### src/rtl/fetch_pkg.sv
// Shared constants and types for the instruction-fetch front end.
package fetch_pkg;

    // Canonical RV32I NOP (addi x0, x0, 0), presented when no instruction is available.
    localparam logic [31:0] NOP_INSTR  = 32'h0000_0013;

    // Every RV32I instruction occupies one 4-byte word.
    localparam int          INST_BYTES = 4;

    // RUN streams sequentially; FLUSH is the single cycle spent after a redirect.
    typedef enum logic {
        RUN   = 1'b0,
        FLUSH = 1'b1
    } fetch_state_t;

endpackage

### src/rtl/instr_queue.sv
// Circular FIFO holding fetched instruction/PC pairs for the fetch unit.
// The caller guarantees no push when full and no pop when empty.
module instr_queue #(
    parameter int WIDTH = 64,
    parameter int DEPTH = 4
) (
    input  logic                       clk,
    input  logic                       rst,
    input  logic                       flush,
    input  logic                       push,
    input  logic                       pop,
    input  logic [WIDTH-1:0]           push_data,
    output logic [WIDTH-1:0]           head_data,
    output logic [$clog2(DEPTH+1)-1:0] count
);

    localparam int PW = $clog2(DEPTH);
    localparam int CW = $clog2(DEPTH+1);

    logic [WIDTH-1:0] mem [DEPTH];
    logic [PW-1:0]    rd_ptr;
    logic [PW-1:0]    wr_ptr;

    // Pointer and occupancy bookkeeping; flush empties the queue and outranks push/pop.
    always_ff @(posedge clk or posedge rst) begin
        if (rst) begin
            rd_ptr <= '0;
            wr_ptr <= '0;
            count  <= '0;
        end else if (flush) begin
            rd_ptr <= '0;
            wr_ptr <= '0;
            count  <= '0;
        end else begin
            if (push) begin
                wr_ptr <= wr_ptr + PW'(1);
            end
            if (pop) begin
                rd_ptr <= rd_ptr + PW'(1);
            end
            case ({push, pop})
                2'b10:   count <= count + CW'(1);
                2'b01:   count <= count - CW'(1);
                default: count <= count;
            endcase
        end
    end

    // Storage array; contents need no reset because count gates their visibility.
    always_ff @(posedge clk) begin
        if (push && !flush) begin
            mem[wr_ptr] <= push_data;
        end
    end

    assign head_data = mem[rd_ptr];

endmodule

### src/rtl/prefetch_fetch_unit.sv
// Instruction-fetch front end: owns the fetch PC, issues word requests to the
// synchronous program ROM, and buffers returned instructions in a prefetch queue.
// A redirect flushes the queue and kills the one request that may be in flight.
module prefetch_fetch_unit
    import fetch_pkg::*;
#(
    parameter int               XLEN     = 32,
    parameter int               PADDR_W  = 9,
    parameter int               DEPTH    = 4,
    parameter logic [XLEN-1:0]  RESET_PC = '0
) (
    input  logic                       clk,
    input  logic                       rst,
    output logic                       imem_req,
    output logic [PADDR_W-1:0]         imem_addr,
    input  logic [XLEN-1:0]            imem_rdata,
    input  logic                       redirect,
    input  logic [XLEN-1:0]            redirect_pc,
    input  logic                       deq_ready,
    output logic                       inst_valid,
    output logic [XLEN-1:0]            inst_out,
    output logic [XLEN-1:0]            inst_pc,
    output logic [XLEN-1:0]            inst_pc_link,
    output logic [$clog2(DEPTH+1)-1:0] count
);

    localparam int CW = $clog2(DEPTH+1);
    localparam int QW = 2 * XLEN;

    fetch_state_t      state;
    fetch_state_t      state_next;
    logic [XLEN-1:0]   fetch_pc;
    logic [XLEN-1:0]   inflight_pc;
    logic              inflight;
    logic              kill;
    logic [XLEN-1:0]   redirect_target;
    logic              q_push;
    logic              q_pop;
    logic              q_flush;
    logic [QW-1:0]     q_head;
    logic [CW-1:0]     q_count;
    logic              unused_ok;

    // Credit rule: a request is only made when its response is sure to find a free slot.
    assign imem_req        = (int'(q_count) + int'(inflight)) < DEPTH;
    assign imem_addr       = fetch_pc[PADDR_W+1:2];
    assign redirect_target = {redirect_pc[XLEN-1:2], 2'b00};

    // Low PC bits and the address bits above the ROM window are intentionally dropped.
    assign unused_ok = ^{redirect_pc[1:0], fetch_pc[1:0], fetch_pc[XLEN-1:PADDR_W+2]};

    // FSM state register.
    always_ff @(posedge clk or posedge rst) begin
        if (rst) begin
            state <= RUN;
        end else begin
            state <= state_next;
        end
    end

    // Next-state logic plus queue push/pop/flush strobes; a redirect always wins.
    always_comb begin
        state_next = state;
        q_push     = 1'b0;
        q_pop      = 1'b0;
        q_flush    = 1'b0;
        case (state)
            RUN:     state_next = redirect ? FLUSH : RUN;
            FLUSH:   state_next = redirect ? FLUSH : RUN;
            default: state_next = RUN;
        endcase
        q_flush = redirect;
        q_push  = inflight && !kill && !redirect && (state == RUN);
        q_pop   = inst_valid && deq_ready && !redirect;
    end

    // Fetch PC, in-flight tracking and kill flag for the request issued this cycle.
    always_ff @(posedge clk or posedge rst) begin
        if (rst) begin
            fetch_pc    <= RESET_PC;
            inflight_pc <= '0;
            inflight    <= 1'b0;
            kill        <= 1'b0;
        end else begin
            inflight <= imem_req;
            kill     <= redirect && imem_req;
            if (imem_req) begin
                inflight_pc <= fetch_pc;
            end
            if (redirect) begin
                fetch_pc <= redirect_target;
            end else if (imem_req) begin
                fetch_pc <= fetch_pc + XLEN'(INST_BYTES);
            end
        end
    end

    instr_queue #(
        .WIDTH (QW),
        .DEPTH (DEPTH)
    ) u_queue (
        .clk       (clk),
        .rst       (rst),
        .flush     (q_flush),
        .push      (q_push),
        .pop       (q_pop),
        .push_data ({imem_rdata, inflight_pc}),
        .head_data (q_head),
        .count     (q_count)
    );

    assign count        = q_count;
    assign inst_valid   = (q_count != '0);
    assign inst_out     = inst_valid ? q_head[QW-1:XLEN] : XLEN'(NOP_INSTR);
    assign inst_pc      = inst_valid ? q_head[XLEN-1:0]  : '0;
    assign inst_pc_link = inst_pc + XLEN'(INST_BYTES);

endmodule

### config.mk
export PLATFORM = sky130hd
export DESIGN_NAME = prefetch_fetch_unit
export DESIGN_NICKNAME = d
export VERILOG_FILES = /design/src/rtl/fetch_pkg.sv /design/src/rtl/instr_queue.sv /design/src/rtl/prefetch_fetch_unit.sv
export SDC_FILE = /design/constraint.sdc
export NUM_CORES = 1
export LEC_CHECK = 0
export BUFFER_PORTS_ARGS = -buffer_cell sky130_fd_sc_hd__buf_2
export CAP_MARGIN = 20
export CELL_PAD_IN_SITES_DETAIL_PLACEMENT = 0
export CELL_PAD_IN_SITES_GLOBAL_PLACEMENT = 1
export CORE_ASPECT_RATIO = 0.8
export CORE_UTILIZATION = 52
export DETAILED_ROUTE_END_ITERATION = 8
export PLACE_DENSITY_LB_ADDON = 0.1
export SLEW_MARGIN = 10
export SYNTH_ARGS = -nofsm -noshare
export SYNTH_HDL_FRONTEND = slang
export SYNTH_HIERARCHICAL = 1
export SYNTH_SLANG_ARGS = --single-unit
### constraint.sdc
create_clock -name clk -period 9.4 [get_ports clk]
set_clock_uncertainty 0.15 [all_clocks]
set_input_delay 1.88 -clock clk [delete_from_list [all_inputs] [get_ports clk]]
set_output_delay 1.88 -clock clk [all_outputs]
set_load 0.01 [all_outputs]
Word level (Yosys, flattened, before mapping)
Memory sizes are Yosys's and may differ from the RTL's.
Cells that the tools add are included.

cells by class
  shifts and indexed selects = 0
  reduce and logical (&&, ||, !) cells = 14
  multiply operators = 0
  equal/unequal tests = 2
  multiplexer cells = 13
  order comparisons = 1
  bitwise gates (word level) = 1
  $add $sub $neg = 7
  divide/modulo/power cells = 0

operators with widths
  operator               count
  $mux 32                4
  $add 32x3->32 const B  2
  $mux 2                 4
  $logic_and 1x1->1      7
  $pmux 3 s2             1
  $reduce_bool 2->1      3
  $reduce_bool 3->1      2
  $add 2x1->2 const B    2
  $add 3x1->4            1
  $lt 4x3->1 const B     1
  $add 3x1->3 const B    1
  $mux 1                 3
  $mux 3                 1
  $sub 3x1->3 const B    1
  $eq 2x1->1 const B     1
  $eq 2x2->1 const B     1
  $logic_not 1->1        2
  $not 1->1              1

word-level totals
  bits in read-only memories = 0
  memories = 1
  RAM bits = 256
  input port bits = 68
  word-level logic and storage cells = 47
  latch bits = 0
  register bits after elaboration = 74

memory list
  memory       words  width  read ports  clocked after memory_dff  write ports  line               RTL
  u_queue.mem  4      64     1           0                         1            instr_queue.sv:20  logic [WIDTH-1:0] mem [DEPTH];

Longest topological paths before layout
  depth after elaboration = 7
  mapped depth = 11
  mapped depth without buffers = 9

Cells and area by module
The synthesis kept the hierarchy.

by module, submodules not included
  module               area each (um^2)  times used  cells each
  instr_queue          9660.5            1           376
  prefetch_fetch_unit  4202.8            1           531

Worst setup path before layout
OpenSTA, ideal clock, no wires.

  kind = input-to-reg
  start = input port redirect
  end = memory u_queue.mem[0][0], enable pin
  setup slack = 4377 ps
  cell stages on the path = 6
  path buffers = 3
  data required time = 8821 ps
  arrival time = 4444 ps
  library setup time = 429 ps
  cells stage by stage = clkbuf_1 > clkbuf_1 > nor4b_1 > buf_2 > nor2b_1 > and2_1

between the ends
  word-level cells in the longest chain between the ends = 6

RTL lines
  what                             line                       RTL
  start, declared                  prefetch_fetch_unit.sv:17  input logic redirect,
  $logic_not 1->1                  prefetch_fetch_unit.sv:73  q_push = inflight && !kill && !redirect && (state == RUN);
  $logic_and 1x1->1 (2 in series)  prefetch_fetch_unit.sv:73
  named net q_push                 prefetch_fetch_unit.sv:37  logic q_push;
  $logic_and 1x1->1                instr_queue.sv:51          if (push && !flush) begin
  $mux 1                           instr_queue.sv:51
  $mux 1 (implied by the code)     instr_queue.sv:52          mem[wr_ptr] <= push_data;
  end, declared                    instr_queue.sv:20

The timed path passes the listed nets, and every way through them passes these cells.

Worst setup path in the final report
  start = register u_queue.rd_ptr[0]
  end = output port inst_pc_link[21]

between the ends
  word-level cells in the longest chain between the ends = 3

RTL lines
  what                    line                        RTL
  start, declared         instr_queue.sv:21           logic [PW-1:0] rd_ptr;
  start signal, assigned  instr_queue.sv:39           rd_ptr <= rd_ptr + PW'(1);
  $mem_v2 4x64            --
  named net q_head[8]     prefetch_fetch_unit.sv:40   logic [QW-1:0] q_head;
  $mux 32                 prefetch_fetch_unit.sv:115  assign inst_pc = inst_valid ? q_head[XLEN-1:0] : '0;
  $add 32x3->32           prefetch_fetch_unit.sv:116  assign inst_pc_link = inst_pc + XLEN'(INST_BYTES);
  end, declared           prefetch_fetch_unit.sv:23   output logic [XLEN-1:0] inst_pc_link,

The timed path passes the listed nets, and every way through them passes these cells.

==> flow_summary.ini <==
[outcome]
status = complete, no violations

[floorplan]
core_area_sq_mm = 0.02626
start_util_pct = 52.79
dieWidth_microns = 184.6
chipHeight_microns = 148.0
fp.dieArea_sq_mm = 0.02732
io_pins = 178
rows = 53

[logic_synthesis]
yosysSeqAreaShare_pct = 68.09
synth_ff_type = edfxtp_1
ys_types = 49
synth_warnings = 6
synthCells = 907
ys_ff_latch = 326
avgSynthCellArea_sq_um = 15.28
async_flop_share_pct = 21.47
synth_edf_count = 256
syn-cell-area_sq_mm = 0.01386

[layout]
fin_util_pct = 61.47
nets = 1156
fill_cells = 2057
layoutNonFillerInstCount = 1462
antenna_cells = 0
area_growth_pct = 16.44
drive_gt1_share_pct = 28.87

[sta]
setup_tns_ns = 0
period_minus_slack_ns = 6.211
tightest_slew_ns = 0.9262
finalMaxSlewViolations = 0
fmax_ghz = 0.1610
holdWs_ns = 0.3547
fin_crit_sh_pct = 66.08
rsz0062_at_grt = no
slew_headroom_pct = 37.74
setup_viol = 0
final_hold_viol_count = 0

[setup_path]
rrSetupSlack_ns = 5.88
required_ns = 7.37
cp.arrival_ns = 4.18
worstPathMaxFanout = 39
start_kind = flop
path_class = reg2out
end_kind = primary output

[power]
p_int_mw = 2.591
switching_power_mw = 0.7945
switching_share_pct = 23.46
pwr-share-comb_pct = 10.1
power_density_mw_per_mm2 = 209.7
p_clk_share_pct = 39.9
leakage_nw = 5.972
power_frac_seq_pct = 50.0
vdd_drop_max_mv = 0.1492

[detailed_routing]
viasPerCell = 5.567
drt-pass1-iter-count = 7
drc = 0
drtAntennaViolNets = 0
drt_wl_total_mm = 28.82
vias = 8139
dr.first_iter.drc_count = 657
wl_per_cell_microns = 19.71

[cts]
insertion_delay_ns = 0.51
ctsHoldBuffers = 0
cts_tree = built
clk_pin_slew_ns = 0.06
ctsResizeCount = 0
cts.sinks = 326
htreeDepth = 2
cts_root_buf = clkbuf_16
post_cts_buffers = 0
clk_path_buf_depth = 3
cts_inserted_buffers = 35

[hold_path]
hold_path.class = reg2reg

[place]
gp_congestion = 0.7872
port_buffers = 175
dp_cells = 1401
dpl.hpwl_mm = 18.37

[grt]
gr-usage-all-layers_pct = 21.61
grt_pass1_wl_mm = 44.46
antenna_found_initial = 0
grt_pass1_vias = 7721
grt_max_degree = 64
grt_overflow = 0

[run]
cap_viol_max_count = 0
## Yosys cell counts, types with 3 or more instances
cell      instances  area share [%]
and3_1            6            0.27
o21ai_0          21            0.76
nor3b_1           4            0.22
or4_1            16            0.87
a21oi_1           3            0.11
inv_1            14            0.38
buf_4            13            0.70
edfxtp_1        256              55
clkbuf_1         28            0.76
xnor2_1          23             1.5
and2_1           63             2.8
mux2i_1           3            0.22
nor3_1           13            0.47
buf_2             9            0.32
and4_1            9            0.57
or3_1             6            0.27
nand3_1          21            0.76
nor2b_1           3            0.14
nand2b_1          3            0.14
a31oi_1          15            0.68
mux4_2           64              10
nand2_1         114             3.1
nor4_1            7            0.32
dfrtp_1          70              13
buf_6             5            0.41
nand4_1          27             1.2
nor2_1           31            0.84
xor2_1           17             1.1
o31ai_1          14            0.76
ha_1              6            0.54
## power groups by stage
stage          Sequential (mW)  Combinational [mW]  Clock [mW]
2_1_floorplan             1.69               0.234           0
3_3_place_gp              1.72               0.342           0
3_5_place_dp              1.72               0.345           0
4_1_cts                   1.69               0.346        1.38
5_1_grt                   1.70               0.377        1.43
6_report                  1.69               0.341        1.35
## flip-flops by register name, summed over array words and instances, names as in the netlist
register	count
u_queue/wr_ptr	2
inflight	1
inflight_pc	30
kill	1
fetch_pc	30
state	1
u_queue/rd_ptr	2
u_queue/mem	256
u_queue/count	3
## worst paths after layout
kind / from / cells past startpoint / end
max: u_queue/rd_ptr[0] / 7 / inst_pc_link[21]
min: inflight_pc[17] / 0 / u_queue/mem[2][17]
max reg2reg: u_queue/count[0] / 6 / fetch_pc[27]
min reg2reg: inflight_pc[17] / 0 / u_queue/mem[2][17]
max in group asynchronous: rst / 3 / inflight_pc[17]
min in group asynchronous: rst / 2 / u_queue/count[2]
## metal layers
metal,up-vias,part of all wire [%],global-route usage (%)
met5,-,0,0
met4,0,1.7,5.417
li1,3800,-,-
met2,259,44,31.47
met3,41,5.5,2.907
met1,4039,48,34.49
## worst max-delay path, cell delays in order (launching register included)
cell,delay [ns]
dfrtp_4,0.82
buf_4,0.73
mux4_2,0.47
nand3_2,0.14
or4_1,0.71
or4_1,0.49
xnor2_1,0.14
buf_2,0.15
## per-stage QoR
step                      worst slack, ns  power (mW)  area (sq um)
final                               3.189       3.386         16140
after global routing                2.866       3.512         16140
after CTS                           3.080       3.422         16140
after detailed placement            3.626       2.068         15000
after global placement              3.635       2.061         15000
after floorplan                     4.377       1.923         13890
## cells in the final DEF, fill, tap and decap left out, types with 6 or more instances in the layout
| cell | count |
|---|---|
| ha_1 | 6 |
| o21ai_0 | 21 |
| buf_4 | 13 |
| nand4_1 | 27 |
| and3_1 | 6 |
| o31ai_1 | 14 |
| conb_1 | 8 |
| mux4_2 | 64 |
| and2_1 | 59 |
| a31oi_1 | 15 |
| edfxtp_1 | 256 |
| clkbuf_8 | 7 |
| clkbuf_1 | 9 |
| dfrtp_1 | 68 |
| clkbuf_16 | 35 |
| nand3_1 | 21 |
| and4_1 | 9 |
| nor2_1 | 31 |
| nand2_1 | 114 |
| xnor2_1 | 23 |
| buf_2 | 175 |
| or4_1 | 16 |
| inv_1 | 12 |
| nor3_1 | 13 |
| xor2_1 | 17 |
| or3_1 | 6 |
| nor4_1 | 7 |
## final cells by class
| cell class | instances | area (sq um) | share of cell area (%) |
|---|---|---|---|
| clock inverters | 10 | 133.9 | 0.8293 |
| repair buffers | 188 | 973.4 | 6.030 |
| clock buffers | 51 | 1006 | 6.232 |
| well taps | 357 | 446.7 | 2.767 |
| multi-input cells | 514 | 4079 | 25.27 |
| flip-flops and latches | 326 | 9444 | 58.50 |
| inverters | 16 | 60.06 | 0.3720 |
## logic make-up (layout without fill, tap and decap cells)
logic type | count (synthesis) | in the layout | synth area share (%)
and+or+nand+nor | 332 | 332 | 12.64
buffers and inverters | 74 | 265 | 2.716
other | 1 | 8 | 0.02705
DFF | 326 | 326 | 68.09
AOI/OAI and AO/OA | 60 | 60 | 2.708
xor gates and xnor gates | 40 | 40 | 2.527
muxes | 67 | 67 | 10.61
adders and majority gates | 7 | 7 | 0.6859
No activity file was read; power rests on OpenSTA's default activity.
